## config.mk

```make
export PLATFORM = sky130hd
export DESIGN_NAME = key_debounce_encoder_flat
export DESIGN_NICKNAME = d
export VERILOG_FILES = /design/src/rtl/key_debounce_encoder_if.sv /design/src/rtl/key_debounce_encoder.sv /design/src/flat_wrapper.sv
export SDC_FILE = /design/constraint.sdc
export NUM_CORES = 1
export LEC_CHECK = 0
export ABC_AREA = 1
export CAP_MARGIN = 20
export CORE_ASPECT_RATIO = 0.5
export CORE_MARGIN = 2
export CORE_UTILIZATION = 60
export CTS_CLUSTER_DIAMETER = 50
export CTS_CLUSTER_SIZE = 12
export DETAILED_ROUTE_END_ITERATION = 8
export GPL_TIMING_DRIVEN = 0
export PLACE_DENSITY = 0.8
export SYNTH_ARGS = -nofsm -noshare
export SYNTH_HDL_FRONTEND = slang
export SYNTH_SLANG_ARGS = --single-unit
```

## constraint.sdc

```tcl
create_clock -name clk_in -period 3.05 [get_ports clk_in]
set_input_delay 0.305 -clock clk_in [delete_from_list [all_inputs] [get_ports clk_in]]
set_output_delay 0.305 -clock clk_in [all_outputs]
set_load 0.01 [all_outputs]
```

## src/rtl/key_debounce_encoder_if.sv

```systemverilog
// Key bus between the raw organ buttons and the player: raw keys in, clean levels and note events out.
interface key_debounce_encoder_if;
    logic [13:0] key_raw;
    logic [13:0] key_clean;
    logic [3:0]  note_code;
    logic        note_valid;
    logic        note_press;
    logic        note_release;

    modport master (
        output key_raw,
        input  key_clean, note_code, note_valid, note_press, note_release
    );

    modport slave (
        input  key_raw,
        output key_clean, note_code, note_valid, note_press, note_release
    );
endinterface

```

## src/rtl/key_debounce_encoder.sv

```systemverilog
// Synchronizes, debounces and priority-encodes the 14 organ keys into a registered note code.
// Optional KEY_HOLD_LAST_EN: note_code keeps the last nonzero note after all keys release.
module key_debounce_encoder #(
    parameter int CLK_HZ     = 50000000,
    parameter int SAMPLE_HZ  = 1000,
    parameter int STABLE_CNT = 20,
    parameter int ACTIVE_LOW = 1
) (
    input logic                    clk_in,
    input logic                    rst,
    key_debounce_encoder_if.slave  kbus
);
    localparam int DIV   = CLK_HZ / SAMPLE_HZ;
    localparam int DIV_W = (DIV > 1) ? $clog2(DIV) : 1;
    localparam int CNT_W = $clog2(STABLE_CNT) + 1;
    localparam logic [DIV_W-1:0] DIV_MAX = DIV_W'(DIV - 1);
    localparam logic [CNT_W-1:0] CNT_MAX = CNT_W'(STABLE_CNT - 1);
    // Raw level of a released key; also the XOR mask that makes pressed = 1.
    localparam logic [13:0] POL = (ACTIVE_LOW != 0) ? 14'h3FFF : 14'h0000;

    logic [13:0]      sync_p0;
    logic [13:0]      sync_p1;
    logic [13:0]      sample;
    logic [DIV_W-1:0] tick_cnt;
    logic             tick;
    logic [CNT_W-1:0] cnt [14];
    logic [13:0]      clean;
    logic [3:0]       enc_code;
    logic             enc_vld;
    logic [3:0]       next_code;
    logic             next_press;
    logic             next_release;
    logic [3:0]       code_p0;
    logic             vld_p0;
    logic             press_p0;
    logic             release_p0;

    // Stage p0/p1: two-flop synchronizer on the raw pins
    always_ff @(posedge clk_in) begin
        if (rst) begin
            sync_p0 <= POL;
            sync_p1 <= POL;
        end else begin
            sync_p0 <= kbus.key_raw;
            sync_p1 <= sync_p0;
        end
    end

    assign sample = sync_p1 ^ POL;
    assign tick   = (tick_cnt == DIV_MAX);

    // Debounce: sampled once per tick, a key flips after STABLE_CNT consecutive differing samples
    always_ff @(posedge clk_in) begin
        if (rst) begin
            tick_cnt <= '0;
            clean    <= '0;
            for (int i = 0; i < 14; i++) cnt[i] <= '0;
        end else begin
            tick_cnt <= tick ? '0 : tick_cnt + 1'b1;
            if (tick) begin
                for (int i = 0; i < 14; i++) begin
                    if (sample[i] == clean[i]) begin
                        cnt[i] <= '0;
                    end else if (cnt[i] == CNT_MAX) begin
                        clean[i] <= ~clean[i];
                        cnt[i]   <= '0;
                    end else begin
                        cnt[i] <= cnt[i] + 1'b1;
                    end
                end
            end
        end
    end

    always_comb begin
        enc_code = 4'd0;
        for (int i = 13; i >= 0; i--) begin
            if (clean[i]) enc_code = 4'(i + 1);
        end
    end

    always_comb begin
        enc_vld = (enc_code != 4'd0);
`ifdef KEY_HOLD_LAST_EN
        next_code  = enc_vld ? enc_code : code_p0;
        // Re-pressing the held note leaves the code unchanged, so the valid edge flags it
        next_press = enc_vld && ((next_code != code_p0) || !vld_p0);
`else
        next_code  = enc_code;
        next_press = enc_vld && (next_code != code_p0);
`endif
        next_release = vld_p0 && !enc_vld;
    end

    // Output stage: note code, valid and strobes registered together
    always_ff @(posedge clk_in) begin
        if (rst) begin
            code_p0    <= 4'd0;
            vld_p0     <= 1'b0;
            press_p0   <= 1'b0;
            release_p0 <= 1'b0;
        end else begin
            code_p0    <= next_code;
            vld_p0     <= enc_vld;
            press_p0   <= next_press;
            release_p0 <= next_release;
        end
    end

    assign kbus.key_clean    = clean;
    assign kbus.note_code    = code_p0;
    assign kbus.note_valid   = vld_p0;
    assign kbus.note_press   = press_p0;
    assign kbus.note_release = release_p0;
endmodule

```

## src/flat_wrapper.sv

```systemverilog
// flat-port wrapper written by rule: the top's interface ports become plain ports
module key_debounce_encoder_flat 
#(
    parameter int CLK_HZ     = 50000000,
    parameter int SAMPLE_HZ  = 1000,
    parameter int STABLE_CNT = 20,
    parameter int ACTIVE_LOW = 1
)
  (clk_in, rst, kbus_key_raw, kbus_key_clean, kbus_note_code, kbus_note_valid, kbus_note_press, kbus_note_release);
  key_debounce_encoder_if kbus_i ();
  input logic clk_in;
  input logic rst;
  input wire logic [$bits(kbus_i.key_raw)-1:0] kbus_key_raw;
  output wire logic [$bits(kbus_i.key_clean)-1:0] kbus_key_clean;
  output wire logic [$bits(kbus_i.note_code)-1:0] kbus_note_code;
  output wire logic [$bits(kbus_i.note_valid)-1:0] kbus_note_valid;
  output wire logic [$bits(kbus_i.note_press)-1:0] kbus_note_press;
  output wire logic [$bits(kbus_i.note_release)-1:0] kbus_note_release;
  assign kbus_i.key_raw = kbus_key_raw;
  assign kbus_key_clean = kbus_i.key_clean;
  assign kbus_note_code = kbus_i.note_code;
  assign kbus_note_valid = kbus_i.note_valid;
  assign kbus_note_press = kbus_i.note_press;
  assign kbus_note_release = kbus_i.note_release;
  key_debounce_encoder #(.CLK_HZ(CLK_HZ), .SAMPLE_HZ(SAMPLE_HZ), .STABLE_CNT(STABLE_CNT), .ACTIVE_LOW(ACTIVE_LOW)) u_core (.clk_in(clk_in), .rst(rst), .kbus(kbus_i));
endmodule
```

* After elaboration in Yosys (flattened, before gate mapping)
Memory sizes are Yosys's and may differ from the RTL's.
Index checks and enable logic that the tools add are counted.
** Cells by class
- Bitwise operators :: 71
- Add/subtract/negate cells :: 15
- Reductions and logical operators :: 19
- Eq/ne operators :: 30
- Multiplexer cells :: 254
** Operators by type and width (count)
- two-way mux 6 bit :: 42
- two-way mux 1 bit :: 198
- adder 6 x 1 -> 6 bit (second input constant) :: 14
- equality test 6 x 5 -> 1 bit (second input constant) :: 14
- two-way mux 4 bit :: 14
- OR 1 bit :: 42
- AND reduction 3 bit :: 14
- NOT 1 bit :: 28
- adder 16 x 1 -> 16 bit (second input constant) :: 1
- equality test 16 bit (second input constant) :: 1
- equality test 1 bit :: 14
- NOT 14 bit :: 1
- inequality test 4 bit :: 1
- nonzero test 4 bit :: 1
- logical AND 1 bit :: 2
- OR reduction 2 bit :: 1
- zero test 1 bit :: 1
** Storage, ports and cells
- Memories :: 1
- Register bits :: 65
- Output and inout port bits :: 21
- Memory bits (writable) :: 84
- Logic and storage cells :: 411
** Memories
- u_core.cnt :: depth 14, bits a word 6, rd ports 14, clocked after memory_dff 0, write ports 14, line key_debounce_encoder.sv:26 : logic [CNT_W-1:0] cnt [14];

* Depth between registers and ports, before layout
Gate-level depths: netlist of the first run.
- Depth after elaboration :: 17
- Mapped depth :: 16
- Mapped depth without buffers :: 16

* Least setup slack after synthesis of the first run
OpenSTA, ideal clock, no wires.
- Path kind :: flip-flop to flip-flop
- From :: reg u_core.tick_cnt[0]
- To :: mem u_core.cnt[0][0] (netlist bit) (enable)
- Required time :: 2.642 ns
- Setup slack :: 0.326 ns
- Clock period less this slack :: 2.724 ns
- Cell stages (with the launch flop) :: 11
- Buffers on the path :: 1
- Data arrival time :: 2.316 ns
- Cells stage by stage :: dfxtp_1 ha_1 nand2_1 inv_1 nand2_1 nor2_1 inv_1 nor2_2 nor2_1 inv_1 buf_2
** RTL lines
- from (decl) :: line key_debounce_encoder.sv:24 : logic [DIV_W-1:0] tick_cnt;
- from (signal assigned) :: line key_debounce_encoder.sv:59 : tick_cnt <= tick ? '0 : tick_cnt + 1'b1;
- to (decl) :: line key_debounce_encoder.sv:26

==> summary.md, run 1 <==
| Metric | Value |
|---|---|
| Launch instance of the worst min-delay path | u_core.sync_p0[5]$_SDFF_PP1_ |
| Max-slew violation total from the final report | 0 |
| Count of TritonRoute iterations in the first routing pass | 5 |
| First-pass GRT wire length | 22290 um |
| Register-to-register path setup slack | ~0.33 ns |
| Setup TNS Final | 0 ns |
| CTS clk-pin slew, worst paths | 0.06 ns |
| Proportion of register bits with asynchronous set or reset after synthesis | 0 |
| Number of distinct library cells after synthesis | 30 |
| Leak | ~3.4 nW |
| FP Rows | 27 |
| IO buf count | 36 |
| Max-cap violation count | 0 |
| Number of enable-type register cells in the synthesized netlist | 84 |
| DRC violations left | 0 |
| Cell at the root of the clock tree | clkbuf_16 |
| N_diodes | 0 |
| Final weighted congestion of routability-driven global placement | approximately 0.84 |
| Syn-to-layout area delta | 17.13% |
| # IOs | 37 |
| Clock tree sinks | 149 |
| Post-Route Utilization | 0.7250 |
| Remaining global-route overflow | 0 |
| Minimum clock period | about 2.7 ns |
| Element type at the critical path end | register |
| Count of cells along the worst hold path | 1 |
| Vias in the first global route | 5048 |
| Cells along the critical path | ha_1 -> nand2_1 -> inv_1 -> nand2_1 -> nor2_1 -> inv_1 -> nor2_2 -> nor2_1 -> inv_1 -> buf_4 -> buf_16 |
| Most common library cell in the layout ignoring fill and taps | inv_1 |
| Areal power density over the cells | around 570 nW/um^2 |
| Reg-to-Reg End | u_core.cnt[2][3]$_SDFFCE_PN0P_ |
| Worst-case headroom to the max-slew limit | 0.6201 |
| Final period utilization | 0.8926 |
| Synth Flop Type | edfxtp_1 |
| CTS tree | built |
| Post-Syn Nets | a little under 800 |
| Start point of the critical path | u_core.tick_cnt[0]$_SDFF_PP0_ |
| TritonCTS buffer count | 17 |
| Final Net Count | between 800 and 900 |
| Class of the tightest hold or removal check | register to register |
| Hold Path End | u_core.sync_p1[5]$_SDFF_PP1_ |
| Post-detail-place hpwl | 8956 um |
| Result of the run | finished clean |
| Measured slew at the worst slew-check pin | 0.5698 ns |
| Vias | 5050 |
| Clock network latency to the later pin of the worst-skew pair | around 0.42 ns |
| Setup repair after global routing missed its margin | no |
| Setup repair bufs after CTS | 0 |
| Mapped Avg Cell Area | 9.244 sq um |
| Initial antenna violation count | 0 |
| Largest net degree at the start of global routing | 62 |
| Area of the mapped netlist | 6859 sq um |
| Vertical die dimension | around 80 um |
| Setup slack at placement | between 0.4 and 0.5 ns |
| Yosys synthesis warning count | 0 |
| Data required time at the worst endpoint | around 3.1 ns |
| Proportion of layout cells with a drive suffix above 1 | 0.1023 |
| Maximum resistive drop on vdd | 452.9 uV |
| Largest fanout on the critical path | 61 |
| Sequential cell area fraction in the yosys report | 0.5575 |
| CTS Hold Bufs | 0 |
| Max clock buf depth | 2 |
| Minimum setup slack in the final design | 0.3277 ns |
| H-tree levels | 4 |
| Launching element type of the critical path | register |
| Commonest non-fill, non-tap cells in the layout | inv_1 (109), nand2_1 (105), nor2_1 (103) |
| Wirelength, routed | 13240 um |
| Number of storage elements in the synthesis netlist | 149 |
| Final routed wire length divided by cell count | ~14 um |
| Crit path DAT | 2.80 ns |
| Worst stage delay on the critical path | roughly 0.4 ns |
| Initial core utilization | 0.6190 |
| Start-to-end type of the worst setup path | register to register |
| Cells on worst reg2reg path | 11 |
| Total Die Area | roughly 12000 sq um |
| Total power of the final layout | 4.600 mW |
| Post-cts resize count | 0 |
| Cell count after synthesis | approximately 740 |
| Final setup skew | approximately 0.01 ns |
| GR Util All Layers | 0.2316 |
| Number of design-rule violations left by the first detailed-router iteration | between 200 and 300 |
| Worst flop-to-flop path startpoint | u_core.tick_cnt[0]$_SDFF_PP0_ |
| Worst hold slack across all endpoints | a little over 0.4 ns |
| Standard cell core area | approximately 11000 sq um |
| Max frequency | 367.3 MHz |
| Die Wd | 155.2 um |
| DRT antenna net count | 0 |
| Via-per-instance ratio | between 5 and 6 |
| Count of final hold-check violations | 0 |
| Final setup vio count | 0 |
| Library cell contributing the largest single delay on the critical path | buf_4 |
| Most prevalent standard cell on the critical path | inv_1 |
-- routing by layer --
metal / global-route usage / vias to the layer above / share of wire
met3: 0.05755 / 25 / 0.051
met1: 0.2834 / 2357 / 0.45
met4: 0.08716 / 0 / 0.021
li1: - / 2554 / -
met5: 0 / - / 0
met2: 0.4031 / 114 / 0.48
-- sequential cells by signal, summed over array words and instances, names as in the netlist --
| register | flops |
|---|---|
| u_core.sync_p0 | 14 |
| u_core.tick_cnt | 16 |
| u_core.kbus.note_code | 4 |
| u_core.kbus.note_valid | 1 |
| u_core.kbus.key_clean | 14 |
| u_core.kbus.note_release | 1 |
| u_core.sync_p1 | 14 |
| u_core.cnt | 84 |
| u_core.kbus.note_press | 1 |
-- final cells by class --
class                           count  area, sq um
Sequential cell                   149         3824
Fill cell                         773         3047
Multi-Input combinational cell    476         2586
Clock buffer                       22        475.5
Inverter                          110        412.9
Timing Repair Buffer               37        387.9
Tap cell                          145        181.4
Clock inverter                     10        127.6
Buffer                              7        38.79
-- metrics by stage --
stage	cells	area [sq um]
after detailed placement	924	7431
after floorplan	742	6859
after CTS	956	8034
after global placement	923	7401
final	956	8034
after global routing	956	8034
-- how the worst max path moves through the flow --
stage	end	depth (start not counted)
after floorplan	u_core.cnt[0][0]$_SDFFCE_PN0P_	10
after global placement	u_core.cnt[2][2]$_SDFFCE_PN0P_	10
after detailed placement	u_core.cnt[3][2]$_SDFFCE_PP0P_	11
after CTS	u_core.cnt[1][16]$_SDFFCE_PN0P_	11
after global routing	u_core.cnt[2][3]$_SDFFCE_PN0P_	11
final	u_core.cnt[2][3]$_SDFFCE_PN0P_	11
-- cell usage after synthesis, drive strengths merged, types with 10 or more instances --
| cell type | number | area, sq um |
|---|---|---|
| inv | 110 | 412.9 |
| nand2 | 110 | 425.4 |
| nor2 | 104 | 392.9 |
| edfxtp | 84 | 2522 |
| dfxtp | 65 | 1301 |
| a21oi | 57 | 285.3 |
| nand3 | 41 | 205.2 |
| or2 | 37 | 231.5 |
| xor2 | 22 | 192.7 |
| o21ai | 20 | 100.1 |
| xnor2 | 19 | 166.4 |
| ha | 15 | 187.7 |
| nor3 | 15 | 86.34 |
| nand3b | 11 | 145.1 |
| nand4 | 11 | 68.82 |
| nor4 | 10 | 68.81 |
-- cell families (layout without fill, tap and decap cells) --
| group | after synthesis | after routing | share of synthesized area |
|---|---|---|---|
| buffers and inverters | 117 | 186 | 0.06549 |
| flip-flops | 149 | 149 | 0.5575 |
| AO/OA/AOI/OAI | 78 | 78 | 0.05728 |
| AND/OR/NAND/NOR | 342 | 342 | 0.2401 |
| adder cells (fa/ha/maj) | 15 | 15 | 0.02736 |
| XOR/XNOR | 41 | 41 | 0.05235 |
-- critical path, delay by kind of cell, from the launching register on --
family / cells / cell delay [ns]
buffers and inverters: 5 / 1.08
AND/OR/NAND/NOR: 5 / 0.70
flip-flops: 1 / 0.35
adder cells (fa/ha/maj): 1 / 0.18
-- power breakdown --
group          total [mW]  switching (mW)  internal, mW  leakage (nW)
Clock                2.14           0.790          1.35         0.300
Combinational       0.201           0.114        0.0873          1.75
Sequential           2.26          0.0623          2.20          1.33
Total                4.60           0.966          3.63          3.38
(Power assumes the default switching activity.)
==> inputs of run 2 (changes only) <==
--- a/config.mk
+++ b/config.mk
@@ -5,10 +5,9 @@
 export SDC_FILE = /design/constraint.sdc
 export NUM_CORES = 1
 export LEC_CHECK = 0
-export ABC_AREA = 1
 export CAP_MARGIN = 20
 export CORE_ASPECT_RATIO = 0.5
-export CORE_MARGIN = 2
+export CORE_MARGIN = 3
 export CORE_UTILIZATION = 60
 export CTS_CLUSTER_DIAMETER = 50
 export CTS_CLUSTER_SIZE = 12
==> run 2 against run 1 <==
Clock-buffer cell count shrank 1. Worst hold slack worse by 0.00054 ns. Area after synthesis is 0.75% lower. Design area is 0.34% lower. Register-to-register slack got worse by 0.02 ns. First-iteration DRC count up 5.8%. Maximum frequency fell by 0.55%. Critical path depth is 3 lower. Die area is 3.1% higher. Via count decreased by 7.3%. Critical path type unchanged. Highest routed layer unchanged.
==> summary.md, run 2 <==
| Metric | Value |
|---|---|
| Setup repair bufs after CTS | 0 (unchanged) |
| # IOs | 37 (unchanged) |
| Most common library cell in the layout ignoring fill and taps | nor2_1 |
| Count of TritonRoute iterations in the first routing pass | 5 (unchanged) |
| Mapped Avg Cell Area | 11.07 sq um (+20%) |
| Number of design-rule violations left by the first detailed-router iteration | 308 (+5.8%) |
| Clock share of power | 0.485 (+0.020) |
| Worst stage delay on the critical path | 0.42 ns (about the same) |
| Class of the tightest hold or removal check | register to register |
| Synth Flop Type | edfxtp_1 |
| Initial core utilization | 0.6400 (+0.02095) |
| Wirelength, routed | 13800 um (+4.2%) |
| Clock network latency to the later pin of the worst-skew pair | 0.43 ns (about the same) |
| Element type at the critical path end | register |
| Crit path DAT | 2.83 ns (+0.03 ns) |
| Largest register by flop count | u_core.cnt |
| IO buf count | 36 (unchanged) |
| Most area-hungry cell type in the Yosys netlist | edfxtp_1 |
| Number of distinct library cells after synthesis | 52 (+73%) |
| Vias | 4683 (-7.3%) |
| Worst-case headroom to the max-slew limit | 0.4260 (-0.1941) |
| Cell at the root of the clock tree | clkbuf_16 |
| Fillcell total | 685 (-11%) |
| CTS clk-pin slew, worst paths | 0.06 ns (about the same) |
| GR Util All Layers | 0.2310 (-0.0005607) |
| Clock tree sinks | 149 (unchanged) |
| H-tree levels | 4 (unchanged) |
| Initial antenna violation count | 0 (unchanged) |
| Top-area cell type share of the netlist area | 0.3705 (+0.002771) |
| Most frequent cells after synthesis | nor2_1 (141), edfxtp_1 (84), dfxtp_1 (65) |
| Data required time at the worst endpoint | 3.14 ns (about the same) |
| DRT antenna net count | 0 (unchanged) |
| Post-cts resize count | 0 (unchanged) |
| Result of the run | finished clean |
| Most repeated cell in the gate-level netlist after synthesis | nor2_1 |
| Proportion of register bits with asynchronous set or reset after synthesis | 0 (unchanged) |
| Net switching power figure | 0.9624 mW (-0.40%) |
| Post-detail-place hpwl | 8566 um (-4.4%) |
| N_diodes | 0 (unchanged) |
| Commonest non-fill, non-tap cells in the layout | nor2_1 (141), edfxtp_1 (84), dfxtp_1 (65) |
| Total Die Area | 12740 sq um (+3.1%) |
| FP Rows | 26 (-3.7%) |
| DRC violations left | 0 (unchanged) |
| Via-per-instance ratio | 5.683 (+7.6%) |
| CTS tree | built |
| Final setup vio count | 0 (unchanged) |
| Vertical die dimension | 81.32 um (+2.2%) |
| Syn-to-layout area delta | 17.61% |
| Top cells by area, synth | edfxtp_1 (37%), dfxtp_1 (19%), nor2_1 (7.8%), xor2_1 (6.4%), xnor2_1 (4.4%) |
| Standard cell core area | 10640 sq um (-4.0%) |
| Leak | 2.942 nW (-13%) |
| Max-slew violation total from the final report | 0 (unchanged) |
| Remaining global-route overflow | 0 (unchanged) |
| Fraction of power consumed by combinational cells | 0.033 (-0.011) |
| Final Net Count | 702 (-15%) |
| Area of the mapped netlist | 6808 sq um (-0.75%) |
| Final routed wire length divided by cell count | 16.75 um (+21%) |
| Start-to-end type of the worst setup path | register to register |
| Number of enable-type register cells in the synthesized netlist | 84 (unchanged) |
| Cells along the critical path | ha_1 -> and3_2 -> nand3_4 -> nor3_2 -> or2_2 -> buf_2 -> buf_4 -> buf_16 |
| Maximum resistive drop on vdd | 307.4 uV (-32%) |
| Cell count after synthesis | 615 (-17%) |
| Largest fanout on the critical path | 61 (unchanged) |
| Post-Syn Nets | 646 (-16%) |
| Max clock buf depth | 2 (unchanged) |
| Internal power summed over all cells | 3.651 mW (+0.48%) |
| Yosys synthesis warning count | 0 (unchanged) |
| Setup repair after global routing missed its margin | no |
| Final weighted congestion of routability-driven global placement | 0.8406 (-0.47%) |
| Max-cap violation count | 0 (unchanged) |
| Max frequency | 365.3 MHz (-0.55%) |
| Total power of the final layout | 4.614 mW (+0.29%) |
| Die Wd | 156.6 um (+0.92%) |
| Largest net degree at the start of global routing | 94 (+52%) |
| Library cell contributing the largest single delay on the critical path | buf_4 |
| Proportion of layout cells with a drive suffix above 1 | 0.1506 (+0.04824) |
| Number of storage elements in the synthesis netlist | 149 (unchanged) |
| Number of flip-flops under the largest register name | 84 (unchanged) |
| Switching Share | 0.2086 (-0.001452) |
| Areal power density over the cells | 576.3 nW/um^2 (+0.64%) |
| Sequential cell area fraction in the yosys report | 0.5617 (+0.004201) |
| First-pass GRT wire length | 22600 um (+1.4%) |
| CTS Hold Bufs | 0 (unchanged) |
| Measured slew at the worst slew-check pin | 0.8611 ns (+0.2912 ns) |
| Final period utilization | 0.8975 (+0.004927) |
| Biggest registers after layout | u_core.cnt x84, u_core.tick_cnt x16 |
| TritonCTS buffer count | 17 (unchanged) |
| Count of final hold-check violations | 0 (unchanged) |
| Setup TNS Final | 0 ns (unchanged) |
| Launching element type of the critical path | register |
| Share of total power in sequential cells | 0.482 (-0.009) |
| Vias in the first global route | 4626 (-8.4%) |
| Minimum clock period | 2.737 ns (+0.01503 ns) |
| Final setup skew | 0.008069 ns (-0.001662 ns) |
run 2: changes by cell type after synthesis, moves of 9 or more:
cell      change
xnor2_1      +15
and3_1       +11
nor2_1       +38
and4b_1      +13
inv_1        -95
a21oi_1      -46
nand2_1      -87
xor2_1       +28
o21ai_0      -18
a311oi_1      +9
run 2: final cells by class:
| cell class | count | area (sq um) | area share |
|---|---|---|---|
| plain buffers | 15 | 106.4 | 0.01328 |
| clock buffers | 21 | 493.0 | 0.06157 |
| clock inverters | 11 | 142.6 | 0.01782 |
| inverters | 14 | 52.55 | 0.006564 |
| multi-input cells | 437 | 2825 | 0.3529 |
| flip-flops and latches | 149 | 3824 | 0.4776 |
| well taps | 140 | 175.2 | 0.02188 |
| repair buffers | 37 | 387.9 | 0.04845 |
run 2: final timing paths:
check	startpoint	slack, ns	cells past startpoint	endpoint
worst max-delay path	u_core.tick_cnt[0]$_SDFF_PP0_	0.31	8	u_core.cnt[1][8]$_SDFFCE_PN0P_
worst min-delay path	u_core.sync_p0[5]$_SDFF_PP1_	0.41	1	u_core.sync_p1[5]$_SDFF_PP1_
worst max register to register	u_core.tick_cnt[0]$_SDFF_PP0_	0.31	8	u_core.cnt[1][8]$_SDFFCE_PN0P_
worst min register to register	u_core.sync_p0[5]$_SDFF_PP1_	0.41	1	u_core.sync_p1[5]$_SDFF_PP1_
run 2: per-stage QoR:
step	util	area (sq um)	setup slack [ns]	cells	hold WS (ns)
after detailed placement	0.6903	7343	0.1474	791	0.3940
after CTS	0.7501	7979	0.1190	823	0.4090
after floorplan	-	6808	0.6350	615	0.3895
after global routing	0.7526	8006	0.1720	824	0.4217
after global placement	0.6903	7343	0.2067	791	0.3924
final	0.7526	8006	0.3127	824	0.4075
run 2: power groups by stage:
stage,sequential [mW],combinational (mW),clock [mW]
floorplan,2.25,0.0970,0
global route,2.23,0.168,2.33
CTS,2.22,0.147,2.25
finish,2.22,0.151,2.24
detailed placement,2.26,0.143,0
global placement,2.26,0.141,0
run 2: layer usage:
metal  vias to the layer above  GRT usage  routed length [um]
li1                       2272          -                   -
met1                      2266     0.2922                6242
met2                       121     0.3931                6646
met3                        24    0.06440                 726
met4                         0    0.06987                 185
met5                         -          0                   0
run 2: worst max-delay path: cells and delay by family (launching register included):
kind | cells | cell delay (ns)
DFF | 1 | 0.37
adders and majority gates | 1 | 0.19
and+or+nand+nor | 4 | 0.82
buffers and inverters | 3 | 0.91
run 2: cells by family after synthesis:
logic type / share of synthesized area
AOI/OAI and AO/OA: 0.05698
xor gates and xnor gates: 0.1081
adders and majority gates: 0.02757
buffers and inverters: 0.02334
DFF: 0.5617
and+or+nand+nor: 0.2224
